===== src/rtl/sprite_ram_responder.sv =====
// sprite_ram_responder: double-banked sprite attribute/coordinate RAM for the sprite datapath.
//   clk, rst_n          : rising-edge clock, async active-low reset
//   vblank              : vertical blank; its rising edge commits shadow -> active
//   rd_en, sprite_dp_RAM_addr -> sprite_RAM_dout, rd_valid : video read port, 1-cycle latency, active bank
//   cpu_wr_en, cpu_rd_en, cpu_addr, cpu_wdata -> cpu_rdata : CPU port, shadow bank, 1-cycle read latency
//   commit_done         : one-cycle pulse the cycle after a shadow-to-active copy
module sprite_ram_responder #(
  parameter logic [15:0] ATTR_BASE  = 16'h4FF0,
  parameter logic [15:0] COORD_BASE = 16'h5060
) (
  input  logic        clk,
  input  logic        rst_n,
  input  logic        vblank,
  input  logic        rd_en,
  input  logic [15:0] sprite_dp_RAM_addr,
  output logic [7:0]  sprite_RAM_dout,
  output logic        rd_valid,
  input  logic        cpu_wr_en,
  input  logic        cpu_rd_en,
  input  logic [15:0] cpu_addr,
  input  logic [7:0]  cpu_wdata,
  output logic [7:0]  cpu_rdata,
  output logic        commit_done
);
  typedef enum logic {IDLE, ARMED} state_t;
  state_t state, state_nx;
  logic [7:0] shadow [32];
  logic [7:0] active [32];
  logic       vblank_q, dirty, vb_rise, commit, cpu_wr_hit;
  logic       rd_map, cpu_map;
  logic [4:0] rd_idx, cpu_idx;
  always_comb begin
    rd_map     = sprite_dp_RAM_addr[15:4] == ATTR_BASE[15:4] || sprite_dp_RAM_addr[15:4] == COORD_BASE[15:4];
    cpu_map    = cpu_addr[15:4] == ATTR_BASE[15:4] || cpu_addr[15:4] == COORD_BASE[15:4];
    rd_idx     = {sprite_dp_RAM_addr[15:4] == COORD_BASE[15:4], sprite_dp_RAM_addr[3:0]};
    cpu_idx    = {cpu_addr[15:4] == COORD_BASE[15:4], cpu_addr[3:0]};
    cpu_wr_hit = cpu_wr_en & cpu_map;
    vb_rise    = vblank & ~vblank_q;
    // Arming requires a sampled low vblank, so a held-high vblank commits at most once.
    commit     = (state == ARMED) & vb_rise & dirty;
    state_nx   = (state == IDLE) ? (vblank ? IDLE : ARMED) : (vb_rise ? IDLE : ARMED);
  end
  always_ff @(posedge clk or negedge rst_n)
    if (!rst_n) state <= IDLE;
    else        state <= state_nx;
  always_ff @(posedge clk or negedge rst_n) begin
    if (!rst_n) begin
      for (int i = 0; i < 32; i++) begin
        shadow[i] <= '0;
        active[i] <= '0;
      end
      sprite_RAM_dout <= '0;
      rd_valid        <= 1'b0;
      cpu_rdata       <= '0;
      commit_done     <= 1'b0;
      dirty           <= 1'b0;
      vblank_q        <= 1'b0;
    end else begin
      vblank_q        <= vblank;
      commit_done     <= commit;
      rd_valid        <= rd_en;
      // Non-blocking reads see pre-edge contents, so same-edge commits and writes are invisible here.
      sprite_RAM_dout <= (rd_en && rd_map) ? active[rd_idx] : 8'h00;
      if (cpu_rd_en) cpu_rdata <= cpu_map ? shadow[cpu_idx] : 8'h00;
      if (commit)
        for (int i = 0; i < 32; i++) active[i] <= shadow[i];
      if (cpu_wr_hit) shadow[cpu_idx] <= cpu_wdata;
      // A write landing on the commit edge missed the copy, so it keeps the bank dirty.
      dirty <= cpu_wr_hit | (dirty & ~commit);
    end
  end
endmodule


===== config.mk =====
export PLATFORM = sky130hd
export DESIGN_NAME = sprite_ram_responder
export DESIGN_NICKNAME = d
export VERILOG_FILES = /design/src/rtl/sprite_ram_responder.sv
export SDC_FILE = /design/constraint.sdc
export NUM_CORES = 1
export LEC_CHECK = 0
export ABC_AREA = 1
export CELL_PAD_IN_SITES_DETAIL_PLACEMENT = 1
export CELL_PAD_IN_SITES_GLOBAL_PLACEMENT = 1
export CORE_MARGIN = 2
export CORE_UTILIZATION = 47
export CTS_CLUSTER_SIZE = 28
export DETAILED_ROUTE_END_ITERATION = 8
export GPL_TIMING_DRIVEN = 0
export PLACE_DENSITY = 0.75
export RECOVER_POWER = 25
export SLEW_MARGIN = 15
export SYNTH_ARGS = -nofsm -noshare
export SYNTH_HDL_FRONTEND = slang
export SYNTH_SLANG_ARGS = --single-unit

===== constraint.sdc =====
create_clock -name clk -period 2.2 [get_ports clk]
set_clock_uncertainty 0.05 [all_clocks]
set_input_delay 0.33 -clock clk [delete_from_list [all_inputs] [get_ports clk]]
set_output_delay 0.33 -clock clk [all_outputs]
set_load 0.03 [all_outputs]

==> run summary <==
After floorplanning, the core was sized to cover 53700 µm². In the final routed layout, each cell accounts on average for 29.2 µm. The worst setup path is captured at a flop. The final critical delay including setup and external delays was 2270 ps. Prior to clock tree synthesis, the placed netlist has a worst setup slack of -1700 ps. Once the floorplan was initialized, standard cells occupied 47.3% of the core.

The run gives 48.8% as the clock network fraction of design power. For this run, the leading register cell type out of synthesis is sky130_fd_sc_hd__dfrtp_1. For this run, the top clock speed supported by timing is 441 MHz. The total I/O pin count came out at 64.

The clock edge transition at the registers on the reported setup and hold paths came out at 60 ps. The worst hold-check path type was input port to asynchronous set/reset pin. After synthesis the cells add up to 25400 µm². Of all nets on the critical path, the largest fanout is 10. The total overflow left after global routing is 0. Initial antenna violation count: 5. At the later pin of the worst-skew pair, clock insertion delay measures 640 ps. The checks that failed: negative setup slack. Cells with a size suffix above 1 make up 14.8% of the layout. The fraction of synthesis flops using an asynchronous set or reset pin is 100%.

The layout has 6472 filler cells. The detail-routed via count per cell came out at 6.04. For the number of nets still failing antenna checks after routing, the log shows 0. For this run, the number of Yosys warnings is 0. At the end of the flow, the number of nets in the layout was 3291. Fraction of post-synthesis cell area in the top cell type by area: 52.5%. For this run, the slowest stage of the critical path takes 500 ps.

The critical path in this run is classified as input port to flop. The first global-routing pass estimated 168000 µm of wire. The die height came out at 237 µm. For the max-slew violation count, the log shows 0. For this run, the register share of the synthesized area comes to 52.5%.

The x dimension of the die came out at 237 µm. Grouping stages by cell kind, the critical path spends the most delay in buffers and inverters. Entering global routing, the biggest net connects 105 pins.

In this run switching power makes up 25.1% of total power. Count of vias placed by the detailed router: 24100. The number of rows created at floorplan is 85, and the via count of the first global-routing pass is 24700. The critical path's slowest cell is sky130_fd_sc_hd__buf_2. The post-synthesis register bit count was 533; the post-synthesis average cell area was 8.22 µm².

The power density over the cells was 754 nW/µm²; the total die area was 56000 µm². Sorting the synthesized cells by how often they occur yields sky130_fd_sc_hd__nand2_1 (1105), sky130_fd_sc_hd__dfrtp_1 (533), sky130_fd_sc_hd__o21ai_1 (237). The tools report the total routing resource utilization after global routing as 41.6%. The critical path contains buffers and inverters numbering 4 combined. Clock tree synthesis selected as its root buffer the cell sky130_fd_sc_hd__clkbuf_16. At the pin with the least slew margin, the transition time is 1340 ps.

TritonCTS built the clock tree. Share of total power in sequential cells: 43.9%. In the final timing run, aggregate negative setup slack is -180 ps. The critical path goes through clkbuf_1 -> inv_2 -> buf_2 -> buf_2 -> nand2_1 -> nand3_1 -> nand3_1 -> a21oi_1 -> nor3_1 -> nor2_1. The count of unresolved DRC violations after routing was 0. The most numerous cell in the Yosys netlist was sky130_fd_sc_hd__nand2_1.

The post-synthesis net count is 3140. The total net switching power was 0.00561 W. The placer's final routability congestion estimate is 0.981, and the number of buffers added on ports is 60.

The number of hold violations in the final report was 0. Combinational logic burns 7.3% of the power. The clock passes through at most 3 buffers. Setup violations remaining at the end of the flow were counted as 5. The wire-length estimate of the detail-placed layout is 81500 µm. The largest voltage drop on the vdd net is 0.655 mV, and the total clock sinks is 533. The layout overhead on the synthesized area was 16.7%.

For the smallest setup slack after layout, the log shows -67.0 ps. The detailed router finished its first iteration with 2446 violations. The pre-antenna-repair detailed-routing pass consisted of 6 iterations. TritonCTS created 60 clock buffers.

The tools report the number of distinct library cells after synthesis as 31. Setup repair after global routing could not meet its margin everywhere. The tightest hold path in the finished design has a slack of 167 ps. The logs give 2 for the deepest level of the CTS H-tree and 3094 for the number of instances in the synthesized netlist. Yosys attributes the largest share of cell area to sky130_fd_sc_hd__dfrtp_1 (52%), sky130_fd_sc_hd__nand2_1 (16%), sky130_fd_sc_hd__o21ai_2 (4.7%).

Across the run, the number of max-cap violations was 0. In this run the tightest slew margin relative to its limit is 10.4%. STA puts the critical path data arrival time at 2760 ps. Leakage dissipation: 14.1 nW.

The number of synthesized flops with an enable pin was 0. The final critical path takes up 103% of the cycle. In the final layout, the multi-input gates occupy 10400 µm².

The largest total area in the synthesized netlist belongs to sky130_fd_sc_hd__dfrtp_1. Wires add up to 116000 µm. The run finished, with violations left.

The sequential cell area is 13300 µm², and the internal power consumption is 0.0168 W. For the worst setup path, the data required time is 2690 ps. The critical path startpoint category is an input port.
[worst reg2reg max path, stage by stage (launching register included)]
cell and delay (ps):
sky130_fd_sc_hd__dfrtp_1 380, sky130_fd_sc_hd__nand3b_1 220, sky130_fd_sc_hd__nor2_4 220, sky130_fd_sc_hd__clkbuf_2 360, sky130_fd_sc_hd__clkbuf_1 550, sky130_fd_sc_hd__nand2_1 170, sky130_fd_sc_hd__nand2_1 110
[layout by cell type (no fill, tap or decap), types with 52 or more instances in the layout]
cell	Yosys	final
sky130_fd_sc_hd__clkbuf_1	130	64
sky130_fd_sc_hd__inv_1	180	180
sky130_fd_sc_hd__nand2_1	1105	1103
sky130_fd_sc_hd__clkbuf_2	0	56
sky130_fd_sc_hd__o21ai_1	237	235
sky130_fd_sc_hd__clkbuf_16	0	61
sky130_fd_sc_hd__o21ai_0	127	127
sky130_fd_sc_hd__clkdlybuf4s50_1	0	52
sky130_fd_sc_hd__o21ai_2	137	139
sky130_fd_sc_hd__nor2_1	147	146
sky130_fd_sc_hd__dfrtp_1	533	533
sky130_fd_sc_hd__nand3_1	216	216
sky130_fd_sc_hd__a21oi_1	78	78
[layer usage]
metal	GRT usage, %	wire [µm]	up-vias
met3	8.84	10900	444
met1	53.1	44900	12100
met2	63.8	51200	1281
met4	28.6	9230	4
met5	0	32	-
li1	-	-	10300
[logic make-up after synthesis]
kind of cell / after synthesis / synth area share (%)
buffers and inverters: 393 / 6.83
and+or+nand+nor: 1563 / 26.5
DFF: 533 / 52.5
AOI/OAI and AO/OA: 605 / 14.2
[final timing paths]
path / start / slack, ps / depth (start not counted) / to
setup / recovery: sprite_dp_RAM_addr[0] / -70 / 10 / sprite_RAM_dout[1]
hold reg to reg: active[19] / 420 / 2 / active[19]
setup reg to reg: vblank_q / 80 / 6 / active[42]
min in group clk: rd_en / 240 / 1 / rd_valid
hold / removal: rst_n / 170 / 2 / active[153]
max in group asynchronous: rst_n / 550 / 4 / shadow[60]
[timing repair]
action	in CTS	in global routing
resized for setup	122	52
hold endpoints to repair	47	0
endpoints found under the setup margin	355	236
pin swaps	5	3
setup buffers	15	8
hold buffers	1	0
[through the flow]
| stage | instance area [µm²] | std cells | total power, W | utilization (%) |
|---|---|---|---|---|
| finish | 29700 | 3987 | 0.0224 | 55.3 |
| global placement | 26900 | 3850 | 0.0115 | 50.1 |
| CTS | 29600 | 3977 | 0.0223 | 55.0 |
| global route | 29700 | 3986 | 0.0228 | 55.3 |
| detailed placement | 27000 | 3855 | 0.0115 | 50.4 |
| floorplan | 25400 | 3094 | 0.0106 | - |
[power by group through the flow]
stage | Sequential, W | Clock, W | Combinational, W
after floorplan | 0.0100 | 0 | 0.000563
after global placement | 0.0100 | 0 | 0.00147
after detailed placement | 0.0100 | 0 | 0.00152
after CTS | 0.00983 | 0.0109 | 0.00156
after global routing | 0.00983 | 0.0113 | 0.00166
final | 0.00983 | 0.0109 | 0.00162
[state kept, by name, indices dropped and copies added, names as in the netlist]
name and cells:
commit_done 1, active 256, state 1, dirty 1
sprite_RAM_dout 8, vblank_q 1, shadow 256, rd_valid 1
cpu_rdata 8
[final cells by class]
class / count / share of cell area, %
Antenna cell: 2 / 0.0169
Buffer: 199 / 4.06
Timing Repair Buffer: 89 / 3.38
Multi-Input combinational cell: 2168 / 35.1
Inverter: 194 / 2.46
Clock buffer: 88 / 6.16
Tap cell: 696 / 2.93
Sequential cell: 533 / 44.9
Clock inverter: 18 / 0.995
Note: power is estimated with default switching activity, not from simulation.
